<file path="config.mk">
export PLATFORM = sky130hd
export DESIGN_NAME = filt_sync_gea1
export DESIGN_NICKNAME = d
export VERILOG_FILES = /design/src/rtl/gea1_pkg.sv /design/src/rtl/sync_chain_gea1.sv /design/src/rtl/filt_sync_gea1.sv
export SDC_FILE = /design/constraint.sdc
export NUM_CORES = 1
export LEC_CHECK = 0
export ABC_AREA = 1
export BUFFER_PORTS_ARGS = -buffer_cell sky130_fd_sc_hd__buf_2
export CORE_MARGIN = 8
export CORE_UTILIZATION = 30
export CTS_CLUSTER_SIZE = 14
export DETAILED_ROUTE_END_ITERATION = 10
export SLEW_MARGIN = 25
export SYNTH_ARGS = -nofsm -noshare
export SYNTH_HDL_FRONTEND = slang
export SYNTH_SLANG_ARGS = --single-unit
</file>
<file path="constraint.sdc">
create_clock -name clk -period 2.1 [get_ports clk]
set_input_delay 0.21 -clock clk [delete_from_list [all_inputs] [get_ports clk]]
set_output_delay 0.21 -clock clk [all_outputs]
set_load 0.005 [all_outputs]
</file>
<file path="src/rtl/gea1_pkg.sv">
// Shared definitions for the gea1 input-conditioning cells: filter FSM
// encoding and the legal synchronizer depth range.
package gea1_pkg;

  typedef enum logic {
    MATCH = 1'b0,
    QUAL  = 1'b1
  } filt_state_t;

  localparam int SYNC_STAGES_MIN = 2;
  localparam int SYNC_STAGES_MAX = 4;

endpackage

</file>
<file path="src/rtl/sync_chain_gea1.sv">
// Multi-flop level synchronizer for an asynchronous input; q is the last stage.
// Reused for other async inputs, so it carries no filter logic.
module sync_chain_gea1 #(
  parameter int   STAGES  = 2,
  parameter logic RST_VAL = 1'b0
) (
  input  logic clk,
  input  logic rst_n,
  input  logic d,
  output logic q
);

  logic [STAGES-1:0] chain;

  always_ff @(posedge clk or negedge rst_n) begin
    if (!rst_n) begin
      chain <= {STAGES{RST_VAL}};
    end else begin
      chain <= {chain[STAGES-2:0], d};
    end
  end

  assign q = chain[STAGES-1];

endmodule

</file>
<file path="src/rtl/filt_sync_gea1.sv">
// Synchronizes an async level and accepts a new level only after it has been
// stable for max(thresh,1) cycles; emits registered rise/fall pulses and a sticky event.
module filt_sync_gea1
  import gea1_pkg::*;
#(
  parameter int   SYNC_STAGES = 2,
  parameter int   FILT_W      = 4,
  parameter logic RST_VAL     = 1'b0
) (
  input  logic              clk,
  input  logic              rst_n,
  input  logic              a,
  input  logic              en,
  input  logic [FILT_W-1:0] thresh,
  input  logic              evt_clr,
  output logic              y,
  output logic              rise,
  output logic              fall,
  output logic              evt
);

  generate
    if (SYNC_STAGES < SYNC_STAGES_MIN || SYNC_STAGES > SYNC_STAGES_MAX) begin : g_bad_stages
      $error("filt_sync_gea1: SYNC_STAGES out of range");
    end
  endgenerate

  localparam logic [FILT_W:0] ONE = (FILT_W+1)'(1);

  logic              s;
  filt_state_t       state;
  logic [FILT_W-1:0] cnt;
  logic [FILT_W:0]   eff_thresh;
  logic [FILT_W:0]   cnt_inc;

  sync_chain_gea1 #(
    .STAGES  (SYNC_STAGES),
    .RST_VAL (RST_VAL)
  ) u_sync (
    .clk   (clk),
    .rst_n (rst_n),
    .d     (a),
    .q     (s)
  );

  // One extra bit so cnt+1 never wraps before the compare.
  assign eff_thresh = (thresh == '0) ? ONE : {1'b0, thresh};
  assign cnt_inc    = {1'b0, cnt} + ONE;

  // cnt is held at 0 in MATCH, so cnt_inc == 1 covers the first mismatch edge too.
  always_ff @(posedge clk or negedge rst_n) begin
    if (!rst_n) begin
      state <= MATCH;
      cnt   <= '0;
      y     <= RST_VAL;
      rise  <= 1'b0;
      fall  <= 1'b0;
    end else begin
      rise <= 1'b0;
      fall <= 1'b0;
      if (!en) begin
        state <= MATCH;
        cnt   <= '0;
        y     <= s;
        rise  <= s & ~y;
        fall  <= ~s & y;
      end else if (s == y) begin
        state <= MATCH;
        cnt   <= '0;
      end else if (cnt_inc >= eff_thresh) begin
        state <= MATCH;
        cnt   <= '0;
        y     <= ~y;
        rise  <= ~y;
        fall  <= y;
      end else begin
        state <= QUAL;
        cnt   <= cnt_inc[FILT_W-1:0];
      end
    end
  end

  // Set has priority over clear.
  always_ff @(posedge clk or negedge rst_n) begin
    if (!rst_n) begin
      evt <= 1'b0;
    end else if (rise | fall) begin
      evt <= 1'b1;
    end else if (evt_clr) begin
      evt <= 1'b0;
    end
  end

endmodule

</file>
; ---- Word-level counts from Yosys, hierarchy flattened
; Index checks and enable logic that the tools add are counted.
; Widths: inputs -> output; s select.
[word_totals]
register_bits = 10
input_bits = 9
output_inout_bits = 4
word_cells = 34
[classes]
n_addsub = 1
order_cmp = 1
eq_ne = 3
mux = 15
bitwise = 5
reduce_logical = 3
[op_table]
columns = op, n
row1 = $mux 4, 4
row2 = $mux 1, 11
row3 = $add 4x1->5 const B, 1
row4 = $ge 5x4->1, 1
row5 = $logic_not 4->1, 1
row6 = $and 1x1->1, 2
row7 = $ne 2x1->1 const B, 1
row8 = $ne 2x2->1 const B, 1
row9 = $not 1->1, 2
row10 = $reduce_and 2->1, 1
row11 = $reduce_bool 2->1, 1
row12 = $eq 1x1->1, 1
row13 = $or 1x1->1, 1

; ---- Logic depth before layout (Yosys ltp)
; Gate-level depths: netlist (run 1).
[depth]
word_depth = 6
mapped_depth = 12
mapped_depth_nobuf = 12

; ---- Cells and area by module
; A second synthesis (run 1) with hierarchy kept.
[unflattened]
hier_cells = 63
hier_area_um2 = 554.3
[modules_own_cells]
columns = mod, instances, cells_each, area_each_um2, seq_area_each_um2
row1 = filt_sync_gea1, 1, 61, 504.2, 200.2
row2 = sync_chain_gea1, 1, 2, 50.0, 50.0

; ---- Least setup slack after synthesis (run 1)
; OpenSTA, ideal clock, no wires.
[synth_path]
path_type = reg-to-reg
startpoint = register cnt[0]
endpoint = register rise
setup_time_ns = 0.126
t_arrival_ns = 1.510
required_time_ns = 1.974
setup_slack_ns = 0.464
stages_incl_launch_ff = 10
path_buffers = 0
synth_period_minus_slack_ns = 1.636
cell_sequence = dfrtp_1 > ha_1 > xor2_1 > ha_1 > a21oi_1 > nand2_1 > nand2_2 > nand2_4 > nand3_1 > o21ai_0
[synth_via]
elab_chain_cells = 5
[synth_rtl]
columns = element, line_no
row1 = start: declaration, filt_sync_gea1.sv:32  ; logic [FILT_W-1:0] cnt;
row2 = start signal: assignment, filt_sync_gea1.sv:78  ; cnt <= cnt_inc[FILT_W-1:0];
row3 = $add 4x1->5, filt_sync_gea1.sv:48  ; assign cnt_inc = {1'b0, cnt} + ONE;
row4 = $ge 5x4->1, filt_sync_gea1.sv:70  ; end else if (cnt_inc >= eff_thresh) begin
row5 = $mux 1, filt_sync_gea1.sv:70
row6 = $mux 1, filt_sync_gea1.sv:67  ; end else if (s == y) begin
row7 = $mux 1, filt_sync_gea1.sv:61  ; if (!en) begin
row8 = end signal: assignment, filt_sync_gea1.sv:65  ; rise <= s & ~y;
row9 = end signal: assignment, filt_sync_gea1.sv:74  ; rise <= ~y;
row10 = end: declaration, filt_sync_gea1.sv:17  ; output logic rise,
; No other way between the ends.
; A chain may end at the register's enable or synchronous reset.

; ---- Worst setup path after layout (run 1)
; Ends and elaborated chain as after synthesis.

==> run summary, run 1 <==
Vias post-DR - 463
Worst path bufs/invs - 0
Vias per inst - 4.13
Total GRT Usage - 0.0739
WL final - 1060 µm
First-pass GRT wire length - 1990 µm
Leak - 0.426 nW
Die width - 59.9 µm
Power per cell area - 759 nW/µm²
CP max stage cell - dfrtp_1
Post-synth ARST share - 1.00
Num rows - 16
Top cells by area, synth - dfrtp_1 (43%), ha_1 (15%), inv_1 (9.7%)
CTS tree - done
Die area - 3590 µm²
Sink Count - 10
Combinational Power Share - 0.253
Dominant cell type by area after synthesis - dfrtp_1
Number of CTS-inserted buffers - 3
Minimum clock period - 1.82 ns
Reg clk slew, reported paths - 0.07 ns
Total gr overflow - 0
Die height - 59.9 µm
Buffers on Ports - 12
Reg power frac - 0.429
Slew margin rel. - 0.815
Startpoint types - flip-flop
ANT cells - 0
GP Congestion - 0.776
Slowest stage delay, CP - 0.41 ns
Synth top area share - 0.432
Pint - 0.380 mW
Syn Inst Count - 68
Syn Area/Cell - 8.52 µm²
HPWL after DPL - 885 µm
Hold WC Path Type - in -> reg
Count leader, synth - inv_1
Pins Over Slew Limit - 0
Setup total negative slack - 0 ns
Crit-path most repeated cell - ha_1
Commonest cells post-synth - inv_1 (15), nand2_1 (13), dfrtp_1 (10)
Layout cells sized above 1 - 0.259
Detail Route Antenna Nets - 0
Nets - 102
Unrepaired setup endpoints after global routing - false
Vias in the first global route - 516
EDFF count, synth - 0
Type of destination of the critical path - flip-flop
Maximum clock rate - 551 MHz
Seq/Total Area, Yosys - 0.432
# setup viols final - 0
Maximum capacitance violations - 0
Area delta synth->final - 24.2%
Core ar. - 1880 µm²
Number of setup buffers added after CTS - 0
Mapped Area - 579 µm²
WL/cell - 9.48 µm
Critical Path Fanout Max - 7
CTS H-Tree Depth - 1
Arrival @ worst endpoint - 1.95 ns
Clock Tree Buf Depth - 2
Psw - 0.167 mW
Clock latency on the worst-skew pair - 0.26 ns
Largest net degree at the start of global routing - 11
Top Ports - 13
Run status - complete, no violations
Clk root buf - clkbuf_4
Antenna violations before repair - 0
Worst-margin pin slew - 0.276 ns
Yosys reg bits - 10
Most used DFF post-synth - dfrtp_1
YS warnings - 0
DRC violations left - 0
CP cell instances - ha_1, xor2_1, ha_1, a21oi_1, nand2_1, nand2_2, nand2_4, nand3_1, o21ai_0
Required time worst endpoint - 2.24 ns
Starting DRT DRC Count - 2
Utilization after layout - 0.382
Initial Utilization - 0.308
Switching share of total power - 0.305
TritonRoute pass-1 iters - 2
Fin Clk Skew - 0.000260 ns
Critical path class - reg -> reg
Hold Violations, Final - 0
Final period util - 0.864
Clock power frac - 0.318
Worst vdd ir - 0.433 mV
Yosys cell types - 16
Syn Nets - 84
CP delay by family, top - adder cells
==> path summary, 6_finish.rpt <==
path,startpoint,to,slack (ns),cells past startpoint
max in group asynchronous,rst_n,cnt[0],1.59,2
min reg2reg,u_sync.chain[0],u_sync.chain[1],0.36,0
min,a,u_sync.chain[0],0.05,1
max reg2reg,cnt[0],rise,0.28,9
max,cnt[0],rise,0.28,9
min in group asynchronous,rst_n,y,0.32,2
==> repair_timing <==
| item | in CTS | in global routing |
|---|---|---|
| hold buffers | 1 | 0 |
| endpoints found under the hold margin | 10 | 0 |
| resized for setup | 0 | 0 |
==> placed cells by master, fill, tap and decap left out <==
cell / instances
o21ai_0: 3
clkbuf_8: 1
buf_2: 12
nor2_1: 3
nand2_4: 1
nand3_1: 6
nor3_2: 1
inv_1: 15
a21oi_1: 1
ha_1: 7
dfrtp_1: 10
nor3_1: 1
nand2_1: 13
a31o_2: 1
clkinv_2: 1
o21ai_1: 1
dlygate4sd3_1: 1
xor2_1: 2
nand2_2: 2
clkbuf_4: 3
==> power by group through the flow <==
stage / sequential, mW / combinational (mW) / clock [mW]
finish: 0.234 / 0.138 / 0.174
global placement: 0.238 / 0.136 / 0
CTS: 0.235 / 0.141 / 0.176
floorplan: 0.238 / 0.0906 / 0
global route: 0.239 / 0.163 / 0.190
detailed placement: 0.239 / 0.139 / 0
==> stage by stage <==
step	instance area, µm²	setup slack [ns]	instances	total power, mW	hold slack [ns]
2_1_floorplan	579	0.464	68	0.329	-0.0856
3_3_place_gp	673	0.331	107	0.374	0.0803
3_5_place_dp	673	0.298	107	0.378	0.0791
4_1_cts	719	0.277	112	0.552	0.0434
5_1_grt	719	0.125	112	0.592	0.0322
6_report	719	0.285	112	0.546	0.0481
==> worst register-to-register path: stages (launching register included) <==
cell and delay (ns):
dfrtp_1 0.41, ha_1 0.24, xor2_1 0.22, ha_1 0.28, a21oi_1 0.14, nand2_1 0.08
nand2_2 0.08, nand2_4 0.08, nand3_1 0.07, o21ai_0 0.10
==> per-layer routing <==
layer / up-vias / GRT usage / wire length, µm / share of wire
met1: 208 / 0.0756 / 452 / 0.43
met4: 0 / 0.0476 / 27 / 0.025
li1: 244 / - / - / -
met5: - / 0 / 0 / 0
met3: 4 / 0.0215 / 27 / 0.025
met2: 7 / 0.128 / 554 / 0.52
==> flip-flops by register name, indices dropped and copies added (netlist names) <==
name          flops
u_sync.chain      2
fall              1
cnt               4
evt               1
rise              1
y                 1
==> area by class of cell <==
class / instances / area [µm²]
multi-input combinational: 42 / 268
tap: 27 / 33.8
inverter: 16 / 61.3
clock buffer: 4 / 36.3
sequential: 10 / 250
timing repair buffer: 13 / 70.1
fill: 205 / 1160
==> kinds of logic after synthesis <==
family	Yosys count	share of synthesized area
xor gates and xnor gates	2	0.0302
AOI/OAI and AO/OA	6	0.0583
buffers and inverters	16	0.106
DFF	10	0.432
adders and majority gates	7	0.151
and+or+nand+nor	27	0.222
No activity file was read; power rests on OpenSTA's default activity.
==> inputs of run 2 (changes only) <==
==> constraint.sdc (replaced) <==
create_clock -name clk -period 2.1 [get_ports clk]
set_input_delay 0 -clock clk [delete_from_list [all_inputs] [get_ports clk]]
set_output_delay 0 -clock clk [all_outputs]
set_load 0.005 [all_outputs]
==> run summary, run 2 (same netlist as run 1, synthesis figures left out) <==
Run status - complete, no violations
Die width - 59.9 µm
Die height - 59.9 µm
Area delta synth->final - 27.6%
Critical Path Fanout Max - 7
Die area - 3590 µm²
Power per cell area - 742 nW/µm²
Hold path start - en
Most frequent cells in the layout - inv_1 (15), nand2_1 (13), buf_2 (12)
Clock power frac - 0.316
Worst-margin pin slew - 0.276 ns
CTS tree - done
Hold Violations, Final - 0
# setup viols final - 0
Resized cells post-CTS - 0
Crit-path most repeated cell - ha_1
Clk root buf - clkbuf_4
HPWL after DPL - 885 µm
Psw - 0.167 mW
Setup ws final - 0.284 ns
Utilization after layout - 0.393
Clock latency on the worst-skew pair - 0.26 ns
Required time worst endpoint - 2.24 ns
Final period util - 0.865
WHS Path Cells - 2
Switching share of total power - 0.304
Maximum clock rate - 551 MHz
Sink Count - 10
Minimum clock period - 1.82 ns
DRC violations left - 0
Worst vdd ir - 0.432 mV
Number of setup buffers added after CTS - 0
Largest Register - cnt
Critical path class - reg -> reg
Num rows - 16
Slew margin rel. - 0.815
Setup total negative slack - 0 ns
Leak - 0.434 nW
Unrepaired setup endpoints after global routing - false
Hold slack final - 0.0152 ns
Origin of the worst setup path - cnt[0]
Vias in the first global route - 534
Vias per inst - 4.15
Starting DRT DRC Count - 2
ANT cells - 0
WL final - 1090 µm
Most common library cell in the layout ignoring fill and taps - inv_1
Buffers on Ports - 12
Reg clk slew, reported paths - 0.07 ns
Reg power frac - 0.427
Number of CTS-inserted buffers - 3
Fin Clk Skew - 0.000359 ns
Slowest stage delay, CP - 0.41 ns
Biggest regs - cnt (4), u_sync.chain (2)
Maximum capacitance violations - 0
Total GRT Usage - 0.0761
Detail Route Antenna Nets - 0
CP max stage cell - dfrtp_1
R2R Path Start - cnt[0]
Core ar. - 1880 µm²
TritonRoute pass-1 iters - 2
Layout cells sized above 1 - 0.253
Nets - 104
Initial Utilization - 0.308
GP Congestion - 0.776
Hold WC Path Type - in -> reg
R2R depth - 9
Vias post-DR - 473
Total gr overflow - 0
Max reg flops - 4
WL/cell - 9.60 µm
CTS H-Tree Depth - 1
CP cell instances - ha_1, xor2_1, ha_1, a21oi_1, nand2_1, nand2_2, nand2_4, nand3_1, o21ai_0
Pint - 0.382 mW
Type of destination of the critical path - flip-flop
CTS Hold Bufs - 3
Largest net degree at the start of global routing - 11
Arrival @ worst endpoint - 1.95 ns
FILL cells - 204
Top Ports - 13
Startpoint types - flip-flop
Combinational Power Share - 0.257
Clock Tree Buf Depth - 2
Antenna violations before repair - 0
First-pass GRT wire length - 2060 µm
Pins Over Slew Limit - 0
Pre-CTS setup slack - 0.298 ns
run 2: cell type report:
| class | instances | area, µm² | share of cell area |
|---|---|---|---|
| Timing Repair Buffer | 15 | 90.1 | 0.122 |
| Clock buffer | 4 | 36.3 | 0.0491 |
| Sequential cell | 10 | 250 | 0.338 |
| Tap cell | 27 | 33.8 | 0.0457 |
| Inverter | 16 | 61.3 | 0.0829 |
| Multi-Input combinational cell | 42 | 268 | 0.362 |
run 2: through the flow:
| step | power [mW] | cells | area [µm²] |
|---|---|---|---|
| final | 0.549 | 114 | 739 |
| after detailed placement | 0.378 | 107 | 673 |
| after global placement | 0.374 | 107 | 673 |
| after floorplan | 0.329 | 68 | 579 |
| after global routing | 0.595 | 114 | 739 |
| after CTS | 0.554 | 114 | 739 |
run 2: worst max-delay path: cells and delay by family, from the launching register on:
family,cells,cell delay (ns)
XOR/XNOR,1,0.22
AO/OA/AOI/OAI,2,0.23
AND/OR/NAND/NOR,4,0.31
adder cells (fa/ha/maj),2,0.52
flip-flops,1,0.41
run 2: final timing paths:
kind | slack, ns | endpoint
worst min-delay path | 0.02 | fall
worst max register to register | 0.28 | rise
max in group asynchronous | 1.80 | evt
worst min register to register | 0.36 | u_sync.chain[1]
min in group asynchronous | 0.11 | y
worst max-delay path | 0.28 | rise
run 2: routing by layer:
layer	share of wire	GRT usage	wire (µm)
met3	0.025	0.0215	27
met4	0.025	0.0476	27
met2	0.54	0.134	587
met1	0.41	0.0768	452
met5	0	0	0
run 2: power groups by stage:
stage          Clock [mW]  Combinational, mW  Sequential (mW)
2_1_floorplan           0             0.0906            0.238
3_3_place_gp            0              0.136            0.238
3_5_place_dp            0              0.139            0.239
4_1_cts             0.176              0.144            0.235
5_1_grt             0.190              0.166            0.239
6_report            0.173              0.141            0.235
==> inputs of run 3 (changes only) <==
--- a/config.mk
+++ b/config.mk
@@ -9,6 +9,7 @@
 export BUFFER_PORTS_ARGS = -buffer_cell sky130_fd_sc_hd__buf_2
 export CORE_MARGIN = 8
 export CORE_UTILIZATION = 30
+export CTS_BUF_LIST = sky130_fd_sc_hd__clkbuf_16
 export CTS_CLUSTER_SIZE = 14
 export DETAILED_ROUTE_END_ITERATION = 10
 export SLEW_MARGIN = 25
==> run summary, run 3 (same netlist as run 1, synthesis figures left out) <==
Die width - 59.9 µm
Die height - 59.9 µm
Setup total negative slack - 0 ns
Area delta synth->final - 35.0%
Most common library cell in the layout ignoring fill and taps - inv_1
Total power - 0.723 mW
Most frequent cells in the layout - inv_1 (15), nand2_1 (13), buf_2 (12)
Worst-margin pin slew - 0.282 ns
Nets - 104
Reg power frac - 0.326
Vias post-DR - 470
Maximum clock rate - 546 MHz
Type of destination of the critical path - flip-flop
GP Congestion - 0.776
CTS tree - done
Reg clk slew, reported paths - 0.04 ns
Final Non-Filler Cells - 114
Hold slack final - 0.0460 ns
# setup viols final - 0
Layout cells sized above 1 - 0.241
Hold Violations, Final - 0
Largest Register - cnt
Final period util - 0.871
Required time worst endpoint - 2.20 ns
WL/cell - 10.1 µm
Worst vdd ir - 0.678 mV
Psw - 0.195 mW
Slew margin rel. - 0.811
Startpoint types - flip-flop
CTS H-Tree Depth - 1
Power per cell area - 925 nW/µm²
Fin Clk Skew - 0.00247 ns
Pins Over Slew Limit - 0
Run status - complete, no violations
Vias in the first global route - 538
Utilization after layout - 0.416
Leak - 0.452 nW
Final Cell Area - 782 µm²
Hold WC Path Type - in -> reg
Pint - 0.528 mW
Buffers on Ports - 12
Resized cells post-CTS - 0
Clock Tree Buf Depth - 2
Combinational Power Share - 0.196
Clk root buf - clkbuf_16
Top Ports - 13
Starting DRT DRC Count - 3
First-pass GRT wire length - 2080 µm
Arrival @ worst endpoint - 1.93 ns
CP cell instances - ha_1, xor2_1, ha_1, a21oi_1, nand2_1, nand2_2, nand2_4, nand3_1, o21ai_0
Num rows - 16
Total GRT Usage - 0.0788
Clock power frac - 0.477
Initial Utilization - 0.308
Maximum capacitance violations - 0
Die area - 3590 µm²
Minimum clock period - 1.83 ns
WL final - 1160 µm
Max reg flops - 4
Core ar. - 1880 µm²
Number of CTS-inserted buffers - 3
Switching share of total power - 0.270
Pre-CTS setup slack - 0.298 ns
TritonRoute pass-1 iters - 4
HPWL after DPL - 885 µm
Detail Route Antenna Nets - 0
Biggest regs - cnt (4), u_sync.chain (2)
CP max stage cell - dfrtp_1
Placed Instances - 107
Sink Count - 10
Critical Path Fanout Max - 7
Number of setup buffers added after CTS - 0
Total gr overflow - 0
Largest net degree at the start of global routing - 11
Placed Area - 673 µm²
Antenna violations before repair - 0
DRC violations left - 0
Crit-path most repeated cell - ha_1
Clock latency on the worst-skew pair - 0.24 ns
Vias per inst - 4.12
ANT cells - 0
Critical path class - reg -> reg
Unrepaired setup endpoints after global routing - false
Setup ws final - 0.270 ns
Slowest stage delay, CP - 0.40 ns
==> run 3: worst paths after layout <==
path	slack, ns	to	startpoint	depth (start not counted)
setup / recovery	0.27	rise	cnt[0]	9
max in group asynchronous	1.76	evt	rst_n	2
min in group asynchronous	0.14	y	rst_n	2
hold / removal	0.05	fall	en	2
setup reg to reg	0.27	rise	cnt[0]	9
hold reg to reg	0.35	u_sync.chain[1]	u_sync.chain[0]	0
==> run 3: area by class of cell <==
cell class                 instances  area (µm²)
clock inverter                     1        3.75
inverter                          16        61.3
fill                             198        1100
clock buffer                       3        75.1
multi-input combinational         42         268
sequential                        10         250
timing repair buffer              15        90.1
tap                               27        33.8
==> run 3: critical path, delay by kind of cell, from the launching register on <==
kind	cells	cell delay, ns
fa+ha+maj	2	0.52
simple gates	4	0.31
compound gates	2	0.24
xor+xnor	1	0.22
flops	1	0.40
==> run 3: power groups by stage <==
stage	Sequential [mW]	Combinational (mW)	Clock, mW
after floorplan	0.238	0.0906	0
after global placement	0.238	0.136	0
final	0.236	0.142	0.345
after detailed placement	0.239	0.139	0
after global routing	0.240	0.166	0.360
after CTS	0.236	0.144	0.349
==> run 3: per-layer routing <==
metal,up-vias,share of wire,track usage
met3,3,0.035,0.0344
met5,-,0,0
li1,248,-,-
met4,0,0.025,0.0476
met1,211,0.42,0.0768
met2,8,0.52,0.134
==> run 3: repair_timing <==
action	in CTS	in global routing
hold endpoints to repair	12	0
hold buffers	3	0
endpoints found under the setup margin	0	0
